===== config.mk =====
export PLATFORM = sky130hd
export DESIGN_NAME = key_edge_capture
export DESIGN_NICKNAME = d
export VERILOG_FILES = /design/src/rtl/user_seq_checker_key_edge_capture.sv
export SDC_FILE = /design/constraint.sdc
export NUM_CORES = 1
export LEC_CHECK = 0
export CAP_MARGIN = 40
export CORE_AREA = 2 2 39 41
export DETAILED_ROUTE_END_ITERATION = 10
export DIE_AREA = 0 0 41 43
export PLACE_DENSITY_LB_ADDON = 0.15
export SLEW_MARGIN = 20
export SYNTH_ARGS = -nofsm -noshare
export SYNTH_HDL_FRONTEND = slang
export SYNTH_SLANG_ARGS = --single-unit

===== constraint.sdc =====
create_clock -name clk -period 2.4 [get_ports clk]
set_input_delay 0.24 -clock clk [delete_from_list [all_inputs] [get_ports clk]]
set_output_delay 0.24 -clock clk [all_outputs]
set_load 0.03 [all_outputs]

===== src/rtl/user_seq_checker_key_edge_capture.sv =====
// key_edge_capture: rising detect on any button and capture of the pressed value
module key_edge_capture (
  input  logic       clk,
  input  logic       rst,
  input  logic [3:0] key_i,
  input  logic       en_i,
  output logic       press_o,
  output logic [3:0] cap_o
);
  logic [3:0] prev_q, cap_q, cap_d;
  // previous key tracks every cycle so a key held at turn start never counts
  assign press_o = |key_i && !(|prev_q);
  assign cap_d = (en_i && press_o) ? key_i : cap_q;
  assign cap_o = cap_q;
  always_ff @(posedge clk) begin
    if (rst) begin
      prev_q <= '0;
      cap_q <= '0;
    end else begin
      prev_q <= key_i;
      cap_q <= cap_d;
    end
  end
endmodule


==> metrics <==
status finished clean; CTS sink cnt 8; GRT Total Usage 0.0857; Tcrit/Tclk final 0.875; part of the Yosys area used for sequential elements 0.610; Worst IR Drop VDD 0.000313 V; Clock Tree Buf Depth 2; # setup viols final 0; Overflow after GRT 0; cells after synthesis 23; Antenna Nets Post-Route 0; post-CTS sizing 0; Cell Rows 14; Worst Setup Start Kind flip-flop; Leak 0.163 nW; GPL Wtd Cong 0.710; Inst Count DP 50; Post-synth EDFFs 0; post-synth cell types 9; prevailing post-synth register cell dfxtp_1; R2R depth 3; worst reg2reg endpoint cap_o[1]; Vias 211; synth warn 0; Setup crit end press_o; most common cell in the synthesized netlist dfxtp_1; drt via density 3.98; Final Critical Period 2.10 ns; die height 43 um; IO buf count 11; number of global-route vias before repair 241; largest net degree at the start of global routing 7; crit path max fanout 3; CP arrival 1.86 ns; Post-Route WL 555 um; Synth area leaders dfxtp_1 (61%), a22o_1 (13%), nor2b_1 (9.5%), or4_4 (4.3%), o31a_1 (3.3%); Critical-path top delay cell clkdlybuf4s50_1; DR iter-0 viols 0; HPWL after DPL 442 um; # diodes 0; RSZ-0062 raised after global routing false; fmax 476 MHz; Min-Delay Path Class reg -> reg; stages on the worst setup path 3; area added between synthesis and finish 58.1%; Slew @ Worst Pin 0.472 ns; CTS tree yes; DRC viols 0; CTS Buf Count 3; Die ar. 1760 um2; top cell type's share of synthesized area 0.610; CP Capture Type output port; Fin. Hold Viols 0; clk_skew 0.00584 ns; Routed wire per std cell 10.5 um; required time worst endpoint 2.16 ns; global-route wire length before repair 952 um; fin. max-slew vios 0; final hold slack 0.484 ns; placed instance area 393 um2; core box area 1380 um2; cells along the critical path or4_4 > nor2_1 > clkdlybuf4s50_1; reg2reg setup slack 0.91 ns; H-Tree Depth 1; Worst Setup SP prev_q[1]; Syn Std Cell Area 263 um2; ys async rst share 0; Syn Nets 30; synth cell count leaders dfxtp_1 (8), a22o_1 (4), nor2b_1 (4); Pre-antenna DRT Iters 1; reg2reg start prev_q[1]; buffers and inverters on the worst path 1; setup_tns 0 ns; Die W 41 um; Worst-Skew Late Latency 0.25 ns; Crit Path Class reg -> out; #FFs+latches synth 8; Post-CTS Setup Inserts 0; I/O Pins 12; Final Instance Area 415 um2; max incr delay on CP 0.67 ns; Pwr Total 288 uW; Top Family by Delay on Critical Path buffers and inverters; Layout Nets 46; Rel. slew slack 0.683; largest area contributor in the netlist dfxtp_1; Syn Area/Cell 11.4 um2; Non-Filler Instances 53; clk root buf clkbuf_4; Initial Util 0.190; share of layout cells above drive strength 1 0.108; Reg clk slew, reported paths 0.06 ns; # hold bufs at CTS 0; power per cell area 692 nW/um2; max-cap violation count 0; initial antenna violation count 0
-- registers in the layout, indices dropped and copies added, names as in the netlist --
signal / flops
prev_q: 4
cap_o: 4
-- worst register-to-register path, cell delays in order (launching register included) --
cell and delay, ns:
dfxtp_1 0.29, or4_4 0.54, nor3_1 0.39, a22o_1 0.22
-- logic make-up (layout without fill, tap and decap cells) --
logic type | Yosys count | in the layout | synth area share
flip-flops | 8 | 8 | 0.610
AND/OR/NAND/NOR | 8 | 8 | 0.195
AO/OA/AOI/OAI | 5 | 5 | 0.167
buffers and inverters | 2 | 16 | 0.0286
-- metrics by stage --
stage	worst slack, ns	util
global route	0.237	0.300
detailed placement	0.426	0.284
global placement	0.443	0.284
finish	0.300	0.300
floorplan	0.917	-
CTS	0.281	0.300
-- routing by layer --
metal	vias to the layer above	wire [um]	GRT usage
met3	0	34	0.0681
li1	110	-	-
met4	0	0	0.0400
met1	97	264	0.101
met5	-	0	0
met2	4	257	0.109
-- cells in the final DEF, fill, tap and decap left out --
| cell type | count |
|---|---|
| a22o_1 | 4 |
| clkbuf_4 | 3 |
| clkdlybuf4s50_1 | 11 |
| dfxtp_1 | 8 |
| inv_1 | 2 |
| nor2_1 | 1 |
| nor2b_1 | 4 |
| nor3_1 | 1 |
| nor4_1 | 1 |
| o31a_1 | 1 |
| or4_4 | 1 |
-- power by group --
part	leakage [nW]	internal, mW	switching (mW)
clock network	0.0138	0.0570	0.0427
registers	0.0659	0.140	0.00253
logic	0.0828	0.0242	0.0214
-- final cells by class --
| type | count | area [um2] |
|---|---|---|
| Clock buffer | 3 | 22.5 |
| Fill cell | 154 | 968 |
| Sequential cell | 8 | 160 |
| Inverter | 2 | 7.51 |
| Tap cell | 16 | 20.0 |
| Multi-Input combinational cell | 13 | 95.1 |
| Timing Repair Buffer | 11 | 110 |
-- worst min-delay path by stage --
stage | from | to | slack, ns | depth (start not counted)
after global placement | cap_o[2] | cap_o[2] | 0.46 | 1
after floorplan | rst | prev_q[0] | 0.31 | 1
after global routing | cap_o[1] | cap_o[1] | 0.50 | 1
after detailed placement | cap_o[3] | cap_o[3] | 0.47 | 1
after CTS | cap_o[0] | cap_o[0] | 0.48 | 1
final | cap_o[0] | cap_o[0] | 0.48 | 1
Note: power is estimated with default switching activity, not from simulation.
